$ cat config.mk
export PLATFORM = sky130hd
export DESIGN_NAME = axi_lite_read_arbiter_flat
export DESIGN_NICKNAME = d
export VERILOG_FILES = /design/src/rtl/axi_lite_read_arbiter_pkg.sv /design/src/rtl/axi_lite_read_arbiter_if.sv /design/src/rtl/axi_lite_read_arbiter_rr_arbiter.sv /design/src/rtl/axi_lite_read_arbiter.sv /design/src/flat_wrapper.sv
export SDC_FILE = /design/constraint.sdc
export NUM_CORES = 1
export LEC_CHECK = 0
export BUFFER_PORTS_ARGS = -buffer_cell sky130_fd_sc_hd__buf_2
export CAP_MARGIN = 10
export CORE_ASPECT_RATIO = 1.5
export CORE_MARGIN = 2
export CORE_UTILIZATION = 38
export CTS_BUF_LIST = sky130_fd_sc_hd__clkbuf_16
export CTS_CLUSTER_SIZE = 16
export DETAILED_ROUTE_END_ITERATION = 16
export HOLD_SLACK_MARGIN = 0.02
export PLACE_DENSITY = 0.89
export SYNTH_ARGS = -nofsm -noshare
export SYNTH_HDL_FRONTEND = slang
export SYNTH_SLANG_ARGS = --single-unit
$ cat constraint.sdc
create_clock -name ACLK -period 1.5 [get_ports ACLK]
set_input_delay 0.3 -clock ACLK [delete_from_list [all_inputs] [get_ports ACLK]]
set_output_delay 0.3 -clock ACLK [all_outputs]
set_load 0.01 [all_outputs]
$ cat src/rtl/axi_lite_read_arbiter_pkg.sv
// rtl/axi_lite_read_arbiter_pkg.sv - state encoding and response codes for the read arbiter
package axi_lite_read_arbiter_pkg;

  typedef enum logic [1:0] {
    ST_IDLE = 2'd0,
    ST_ADDR = 2'd1,
    ST_DATA = 2'd2
  } state_t;

  localparam logic [1:0] RESP_OKAY   = 2'b00;
  localparam logic [1:0] RESP_EXOKAY = 2'b01;
  localparam logic [1:0] RESP_SLVERR = 2'b10;
  localparam logic [1:0] RESP_DECERR = 2'b11;

  // Width of a master index; never narrower than one bit.
  function automatic int idx_w(input int n);
    return (n > 1) ? $clog2(n) : 1;
  endfunction

endpackage

$ cat src/rtl/axi_lite_read_arbiter_if.sv
// rtl/axi_lite_read_arbiter_if.sv - master-side and slave-side read channel bundle
interface axi_lite_read_arbiter_if #(
  parameter int NUM_M  = 2,
  parameter int ADDR_W = 32,
  parameter int DATA_W = 32
);
  logic [NUM_M-1:0]        m_arvalid;
  logic [NUM_M-1:0]        m_arready;
  logic [NUM_M*ADDR_W-1:0] m_araddr;
  logic [NUM_M*3-1:0]      m_arprot;
  logic [NUM_M-1:0]        m_rvalid;
  logic [NUM_M-1:0]        m_rready;
  logic [DATA_W-1:0]       m_rdata;
  logic [1:0]              m_rresp;
  logic                    s_arvalid;
  logic                    s_arready;
  logic [ADDR_W-1:0]       s_araddr;
  logic [2:0]              s_arprot;
  logic                    s_rvalid;
  logic                    s_rready;
  logic [DATA_W-1:0]       s_rdata;
  logic [1:0]              s_rresp;
  logic [NUM_M-1:0]        grant;

  // Arbiter view: receives the masters' requests, drives the shared slave port.
  modport slave (
    input  m_arvalid, m_araddr, m_arprot, m_rready,
    input  s_arready, s_rvalid, s_rdata, s_rresp,
    output m_arready, m_rvalid, m_rdata, m_rresp,
    output s_arvalid, s_araddr, s_arprot, s_rready, grant
  );

  // Environment view: the requesting masters plus the downstream slave.
  modport master (
    output m_arvalid, m_araddr, m_arprot, m_rready,
    output s_arready, s_rvalid, s_rdata, s_rresp,
    input  m_arready, m_rvalid, m_rdata, m_rresp,
    input  s_arvalid, s_araddr, s_arprot, s_rready, grant
  );
endinterface

$ cat src/rtl/axi_lite_read_arbiter_rr_arbiter.sv
// rtl/axi_lite_read_arbiter_rr_arbiter.sv - combinational round-robin winner select
module rr_arbiter
  import axi_lite_read_arbiter_pkg::*;
#(
  parameter  int NUM_M = 2,
  localparam int IDX_W = idx_w(NUM_M)
) (
  input  logic [NUM_M-1:0] req,
  input  logic [IDX_W-1:0] last,
  output logic [NUM_M-1:0] winner,
  output logic [IDX_W-1:0] winner_idx,
  output logic             winner_valid
);

  logic [IDX_W-1:0] cand;

  // Scan from last+1 with wrap so the previous owner is considered last.
  always_comb begin
    winner_idx   = '0;
    winner_valid = 1'b0;
    cand         = '0;
    for (int k = 1; k <= NUM_M; k++) begin
      cand = IDX_W'((int'(last) + k) % NUM_M);
      if (!winner_valid && req[cand]) begin
        winner_valid = 1'b1;
        winner_idx   = cand;
      end
    end
    winner = winner_valid ? (NUM_M'(1) << winner_idx) : '0;
  end

endmodule

$ cat src/rtl/axi_lite_read_arbiter.sv
// rtl/axi_lite_read_arbiter.sv - round-robin sharing of one AXI4-Lite read port
module axi_lite_read_arbiter
  import axi_lite_read_arbiter_pkg::*;
#(
  parameter int NUM_M  = 2,
  parameter int ADDR_W = 32,
  parameter int DATA_W = 32
) (
  input  logic                   ACLK,
  input  logic                   ARESETn,
  axi_lite_read_arbiter_if.slave bus
);

  localparam int IDX_W = idx_w(NUM_M);

  state_t           state_q, state_d;
  logic [NUM_M-1:0] grant_q;
  logic [IDX_W-1:0] last_q;
  logic [IDX_W-1:0] owner_q;
  logic [ADDR_W-1:0] araddr_q;
  logic [2:0]       arprot_q;

  logic [NUM_M-1:0] win_onehot;
  logic [IDX_W-1:0] win_idx;
  logic             win_valid;
  logic             ar_take;
  logic             r_done;

  rr_arbiter #(.NUM_M(NUM_M)) u_rr (
    .req          (bus.m_arvalid),
    .last         (last_q),
    .winner       (win_onehot),
    .winner_idx   (win_idx),
    .winner_valid (win_valid)
  );

  assign bus.s_araddr = araddr_q;
  assign bus.s_arprot = arprot_q;
  assign bus.grant    = grant_q;
  assign bus.m_rdata  = bus.s_rdata;
  assign bus.m_rresp  = bus.s_rresp;

  // Next state and handshake outputs; everything is held quiet during reset.
  always_comb begin
    state_d       = state_q;
    ar_take       = 1'b0;
    r_done        = 1'b0;
    bus.m_arready = '0;
    bus.m_rvalid  = '0;
    bus.s_arvalid = 1'b0;
    bus.s_rready  = 1'b0;
    case (state_q)
      ST_IDLE: begin
        if (win_valid) begin
          ar_take       = 1'b1;
          bus.m_arready = win_onehot;
          state_d       = ST_ADDR;
        end
      end
      ST_ADDR: begin
        bus.s_arvalid = 1'b1;
        if (bus.s_arready) state_d = ST_DATA;
      end
      ST_DATA: begin
        bus.s_rready = bus.m_rready[owner_q];
        bus.m_rvalid = bus.s_rvalid ? grant_q : '0;
        if (bus.s_rvalid && bus.m_rready[owner_q]) begin
          r_done  = 1'b1;
          state_d = ST_IDLE;
        end
      end
      default: state_d = ST_IDLE;
    endcase
    if (ARESETn) begin
      ar_take       = 1'b0;
      r_done        = 1'b0;
      bus.m_arready = '0;
      bus.m_rvalid  = '0;
      bus.s_arvalid = 1'b0;
      bus.s_rready  = 1'b0;
    end
  end

  // FSM state register.
  always_ff @(posedge ACLK) begin
    if (ARESETn) state_q <= ST_IDLE;
    else         state_q <= state_d;
  end

  // Latch the winner's request on grant; record the owner as lowest priority on release.
  always_ff @(posedge ACLK) begin
    if (ARESETn) begin
      grant_q  <= '0;
      last_q   <= IDX_W'(NUM_M - 1);
      owner_q  <= '0;
      araddr_q <= '0;
      arprot_q <= '0;
    end else begin
      if (ar_take) begin
        araddr_q <= bus.m_araddr[int'(win_idx)*ADDR_W +: ADDR_W];
        arprot_q <= bus.m_arprot[int'(win_idx)*3 +: 3];
        grant_q  <= win_onehot;
        owner_q  <= win_idx;
      end
      if (r_done) begin
        last_q  <= owner_q;
        grant_q <= '0;
      end
    end
  end

endmodule

$ cat src/flat_wrapper.sv
// flat-port wrapper written by rule: the top's interface ports become plain ports
module axi_lite_read_arbiter_flat import axi_lite_read_arbiter_pkg::*;
#(
  parameter int NUM_M  = 2,
  parameter int ADDR_W = 32,
  parameter int DATA_W = 32
)
  (ACLK, ARESETn, bus_m_arvalid, bus_m_araddr, bus_m_arprot, bus_m_rready, bus_s_arready, bus_s_rvalid, bus_s_rdata, bus_s_rresp, bus_m_arready, bus_m_rvalid, bus_m_rdata, bus_m_rresp, bus_s_arvalid, bus_s_araddr, bus_s_arprot, bus_s_rready, bus_grant);
  axi_lite_read_arbiter_if #(.NUM_M(NUM_M), .ADDR_W(ADDR_W), .DATA_W(DATA_W)) bus_i ();
  input  logic ACLK;
  input  logic ARESETn;
  input wire logic [$bits(bus_i.m_arvalid)-1:0] bus_m_arvalid;
  input wire logic [$bits(bus_i.m_araddr)-1:0] bus_m_araddr;
  input wire logic [$bits(bus_i.m_arprot)-1:0] bus_m_arprot;
  input wire logic [$bits(bus_i.m_rready)-1:0] bus_m_rready;
  input wire logic [$bits(bus_i.s_arready)-1:0] bus_s_arready;
  input wire logic [$bits(bus_i.s_rvalid)-1:0] bus_s_rvalid;
  input wire logic [$bits(bus_i.s_rdata)-1:0] bus_s_rdata;
  input wire logic [$bits(bus_i.s_rresp)-1:0] bus_s_rresp;
  output wire logic [$bits(bus_i.m_arready)-1:0] bus_m_arready;
  output wire logic [$bits(bus_i.m_rvalid)-1:0] bus_m_rvalid;
  output wire logic [$bits(bus_i.m_rdata)-1:0] bus_m_rdata;
  output wire logic [$bits(bus_i.m_rresp)-1:0] bus_m_rresp;
  output wire logic [$bits(bus_i.s_arvalid)-1:0] bus_s_arvalid;
  output wire logic [$bits(bus_i.s_araddr)-1:0] bus_s_araddr;
  output wire logic [$bits(bus_i.s_arprot)-1:0] bus_s_arprot;
  output wire logic [$bits(bus_i.s_rready)-1:0] bus_s_rready;
  output wire logic [$bits(bus_i.grant)-1:0] bus_grant;
  assign bus_i.m_arvalid = bus_m_arvalid;
  assign bus_i.m_araddr = bus_m_araddr;
  assign bus_i.m_arprot = bus_m_arprot;
  assign bus_i.m_rready = bus_m_rready;
  assign bus_i.s_arready = bus_s_arready;
  assign bus_i.s_rvalid = bus_s_rvalid;
  assign bus_i.s_rdata = bus_s_rdata;
  assign bus_i.s_rresp = bus_s_rresp;
  assign bus_m_arready = bus_i.m_arready;
  assign bus_m_rvalid = bus_i.m_rvalid;
  assign bus_m_rdata = bus_i.m_rdata;
  assign bus_m_rresp = bus_i.m_rresp;
  assign bus_s_arvalid = bus_i.s_arvalid;
  assign bus_s_araddr = bus_i.s_araddr;
  assign bus_s_arprot = bus_i.s_arprot;
  assign bus_s_rready = bus_i.s_rready;
  assign bus_grant = bus_i.grant;
  axi_lite_read_arbiter #(.NUM_M(NUM_M), .ADDR_W(ADDR_W), .DATA_W(DATA_W)) u_core (.ACLK(ACLK), .ARESETn(ARESETn), .bus(bus_i));
endmodule
Yosys cells after proc, flatten, opt, wreduce, memory -nomap -nowiden

Index checks and enable logic that the tools add are counted.

$add $sub $neg: 2
Multiply operators: 1
Order comparisons: 3
Eq/ne operators: 5
Shifts and indexed selects: 3
Multiplexer cells: 31
Reductions and logical operators: 6

Operators with widths:

| operator                                                   | number |
|---|---|
| variable part select 64 x 7 -> 32 bit                      | 1 |
| variable part select 6 x 32 -> 3 bit                       | 1 |
| two-way mux 1 bit                                          | 20 |
| two-way mux 2 bit                                          | 10 |
| less-than comparator 1 x 2 -> 1 bit, second input constant | 3 |
| case mux 2 bit (3 select lines)                            | 1 |
| inequality test 2 bit, second input constant               | 2 |
| multiplier 1 x 2 -> 3 bit, second input constant           | 1 |
| AND reduction 3 bit                                        | 1 |
| adder 1 bit, second input constant                         | 2 |
| == test 2 x 1 -> 1 bit, second input constant              | 1 |
| == test 2 bit, second input constant                       | 1 |
| logical AND 1 bit                                          | 2 |
| zero test 2 bit                                            | 1 |
| inequality test 2 x 1 -> 1 bit, second input constant      | 1 |
| OR reduction 2 bit                                         | 1 |
| left shift 1 x 1 -> 2 bit, first input constant            | 1 |
| zero test 1 bit                                            | 1 |

Register bits: 41
Input bits: 112
Output and inout bits: 77
Word-level logic and storage cells: 57

Logic depth before layout (Yosys ltp)

Word-level depth: 12
Depth in mapped cells: 5

Cells and area by module

Synthesis repeated with hierarchy kept, for this count alone.

Cell total of the unflattened synthesis: 227
Area, all modules: 2,137.0 um2

By module, submodules not included:

| module                | times used | cells an instance | area each (um2) | sequential area each (um2) |
|---|---|---|---|---|
| axi_lite_read_arbiter | 1          | 222               | 2,104.5         | 820.8 |
| rr_arbiter            | 1          | 5                 | 32.5            | 0.0 |

Worst setup path after synthesis

No wires, ideal clock.

Kind: reg-to-output
Start: reg u_core.state_q[0]
End: out bus_m_arready[0]
Arrival time: 0.990 ns
Setup slack: 0.210 ns
Cell stages (with the launch flop): 6
Buffers on the path: 2
Cells stage by stage: dfxtp_1 -> nor3_2 -> buf_6 -> buf_8 -> nand3_2 -> inv_1

Cells in the longest elaborated chain, start to end: 3

RTL lines:

| item                   | line                        | text |
|---|---|---|
| from (decl)            | axi_lite_read_arbiter.sv:16 | `state_t state_q, state_d;` |
| from (signal assigned) | axi_lite_read_arbiter.sv:87 | `else state_q <= state_d;` |
| zero test 2 bit        | axi_lite_read_arbiter.sv:52 | `case (state_q)` |
| two-way mux 2 bit      | axi_lite_read_arbiter.sv:52 |  |
| two-way mux 2 bit      | axi_lite_read_arbiter.sv:74 | `if (ARESETn) begin` |
| to (decl)              | flat_wrapper.sv:20          | `output wire logic [$bits(bus_i.m_arready)-1:0] bus_m_arready;` |

No other way between the ends.

Worst setup path in the final report

Start: reg u_core.state_q[1]
End: out bus_m_arready[0]

The elaborated chain is that of the path after synthesis.

==> results.txt <==
asr flop ratio synth -> 0%
number of antenna violations at the first check in global routing -> 0
Pwr Density -> 1120 nW/um2
Hold Crit Endpoint -> u_core.bus.s_araddr[7]$_SDFFE_PP0P_
drt wl/cell -> 16.6 um
Clk Latency, worst-skew pair -> 0.28 ns
Synth top area share -> 38.7%
synthesized area -> 2120 um2
placed cell areas -> 2530 um2
Rel. slew slack -> 69.0%
Rows -> 33
register bit count reported by yosys -> 41
Post-Synthesis Cells -> 197
Yosys Warn Count -> 0
reg2reg start -> u_core.state_q[1]$_SDFFE_PP0P_
Placed Cells -> 345
Seq/Total Area, Yosys -> 38.7%
Post-synth EDFFs -> 0
pre-CTS WS -> 0.0884 ns
Final Non-Filler Cells -> 357
TritonCTS clock tree -> built
Worst R2R Setup Slack -> 0.11 ns
Crit Path Max Fanout -> 4
WHS Path Cells -> 2
die area -> 6210 um2
initial DRC count -> 106
Final Worst Setup Slack -> -0.0428 ns
Vias -> 1949
clock skew -> 0.00194 ns
Area contributors post-synth -> dfxtp_1 (39%), a221o_1 (17%), buf_4 (12%), and4_1 (12%), buf_6 (4.8%)
Worst Hold Launch -> bus_m_araddr[39]
CTS H-tree lvls -> 2
Req. time, crit path -> 1.20 ns
CTS Buf Count -> 5
Worst path slowest cell -> dfxtp_4
Root Driver -> clkbuf_16
hpwl dp -> 4280 um
# port buffers -> 120
via/cell ratio -> 5.46
syn_area_per_cell -> 10.8 um2
first-pass iteration count of the detailed router -> 4
Synth Area in XOR/XNOR -> 0%
Initial Utilization -> 39.2%
first-pass GRT wire length -> 8900 um
R2R Path End -> u_core.bus.grant[0]$_SDFFE_PP0P_
layout cell share with drive strength beyond 1 -> 56.1%
main combinational cell family by area after synthesis -> simple AND/OR/NAND/NOR gates
area grow syn2layout -> 30.0%
Setup crit start kind -> flip-flop
failing checks -> setup timing
peak supply drop -> 0.000485 V
Detail Route Antenna Nets -> 0
Final min period -> 1.54 ns
arrival time worst endpoint -> 1.24 ns
min-delay worst type -> input pin to flip-flop
max_cap viols -> 0
mux contribution to synthesized area -> 0.944%
Yosys top cell by area -> dfxtp_1
post-route cell area -> 2760 um2
Die Span X -> 65.0 um
critical path class -> flip-flop to output port
Setup crit end kind -> output port
Final nets -> 399
CTS Hold Bufs -> 0
Core Util, Final -> 51.0%
hold_ws -> 0.247 ns
Post-Synth Adder-Cell Area -> 0%
core area -> 5410 um2
Max clock buf depth -> 2
post-synthesis compound-gate area fraction -> 19.9%
Ant. Diodes -> 0
Mapped Nets -> 309
Cell Chain, Critical Path -> nor3_4, buf_6, nand3_2, inv_1, buf_2
P_leak -> 1.38 nW
Post-synth top flop -> dfxtp_1
routed wire length -> 5940 um
Slew @ Worst Pin -> 0.462 ns
setup TNS -> -0.0975 ns
status -> finished, violations left
Sink Count -> 41
Fmax -> 0.648 GHz
grt ovf -> 0
Max Transition Viols Final -> 0
gr usage total -> 18.7%
post-route clock period utilization -> 103%
total I/O pin count -> 189
gpl congestion -> 0.805
Post-Synth Simple-Gate Area -> 20.5%
Remaining DRCs -> 0
largest net degree at the start of global routing -> 37
max incr delay on CP -> 0.36 ns
setup violators final -> 3
endpoints failing hold -> 0
RSZ-0062 raised after global routing -> yes
R2R depth -> 4
Die Ht -> 95.5 um
Synth cell types -> 32
Reg clk slew, reported paths -> 0.06 ns
vias in the first global route -> 1865
Final Power -> 3.09 mW
[flip-flops by register name, summed over array words and instances, names as in the netlist]
signal               flops
u_core.state_q           2
u_core.bus.s_arprot      3
u_core.bus.grant         2
u_core.owner_q           1
u_core.last_q            1
u_core.bus.s_araddr     32
[cells in the final DEF, fill, tap and decap left out, types with 2 or more instances in the layout]
master,Yosys,layout
nor3_1,2,2
clkbuf_16,0,5
a211oi_1,2,2
buf_2,2,119
and3_1,2,2
buf_6,9,2
o21ai_0,2,2
nand3_2,2,2
buf_12,0,4
buf_4,34,10
a221o_1,35,35
and4_1,29,29
and4_2,6,6
inv_1,3,3
nor2_1,5,5
dfxtp_1,41,39
[area by class of cell]
cell class | instances | area [um2]
clock buffers | 5 | 125
well taps | 70 | 87.6
flip-flops and latches | 41 | 826
multi-input cells | 100 | 892
clock inverters | 2 | 35.0
inverters | 4 | 17.5
fillers | 511 | 2650
repair buffers | 135 | 773
[what timing repair did]
item                                    CTS  global route
setup buffers                             4             1
pin swaps                                 2             1
resized for setup                         7             2
endpoints found under the setup margin    6             6
gates cloned                              0             0
[cell families after synthesis]
kind of cell / Yosys count
AOI/OAI and AO/OA: 44
buffers and inverters: 56
DFF: 41
muxes: 2
and+or+nand+nor: 54
[worst max-delay path by stage]
| stage | start | to | slack (ns) | cells past startpoint |
|---|---|---|---|---|
| after floorplan | u_core.state_q[0]$_SDFFE_PP0P_ | bus_m_arready[0] | 0.21 | 5 |
| after global placement | ARESETn | bus_m_arready[0] | 0.12 | 6 |
| after detailed placement | ARESETn | bus_m_arready[0] | 0.09 | 6 |
| after CTS | u_core.state_q[1]$_SDFFE_PP0P_ | bus_m_arready[0] | -0.07 | 5 |
| after global routing | u_core.state_q[0]$_SDFFE_PP0P_ | bus_m_rvalid[1] | -0.12 | 4 |
| final | u_core.state_q[1]$_SDFFE_PP0P_ | bus_m_arready[0] | -0.04 | 5 |
[layer usage]
| layer | global-route usage (%) | share of wire [%] | vias to the layer above |
|---|---|---|---|
| met3 | 4.49 | 7.7 | 35 |
| met1 | 20.0 | 37 | 914 |
| met5 | 0 | 0 | - |
| li1 | - | - | 923 |
| met2 | 32.4 | 51 | 77 |
| met4 | 12.2 | 5.0 | 0 |
[critical path, delay by kind of cell, from the launching register on]
| family | cells | cell delay, ns |
|---|---|---|
| buffers and inverters | 3 | 0.31 |
| DFF | 1 | 0.36 |
| and+or+nand+nor | 2 | 0.30 |
[synth_stat cells (2+ instances only)]
library cell / number
dfxtp_1: 41
a221o_1: 35
and3_1: 2
o21ai_0: 2
nand3_2: 2
buf_2: 2
a211oi_1: 2
and4_1: 29
clkbuf_1: 5
buf_6: 9
nor2_1: 5
inv_1: 3
nor3_1: 2
mux2i_1: 2
and4_2: 6
buf_4: 34
[power by group]
part	internal, mW	switching [mW]
sequential	1.21	0.0719
combinational	0.333	0.298
clock	0.772	0.405
total	2.31	0.775
Note: power is estimated with default switching activity, not from simulation.
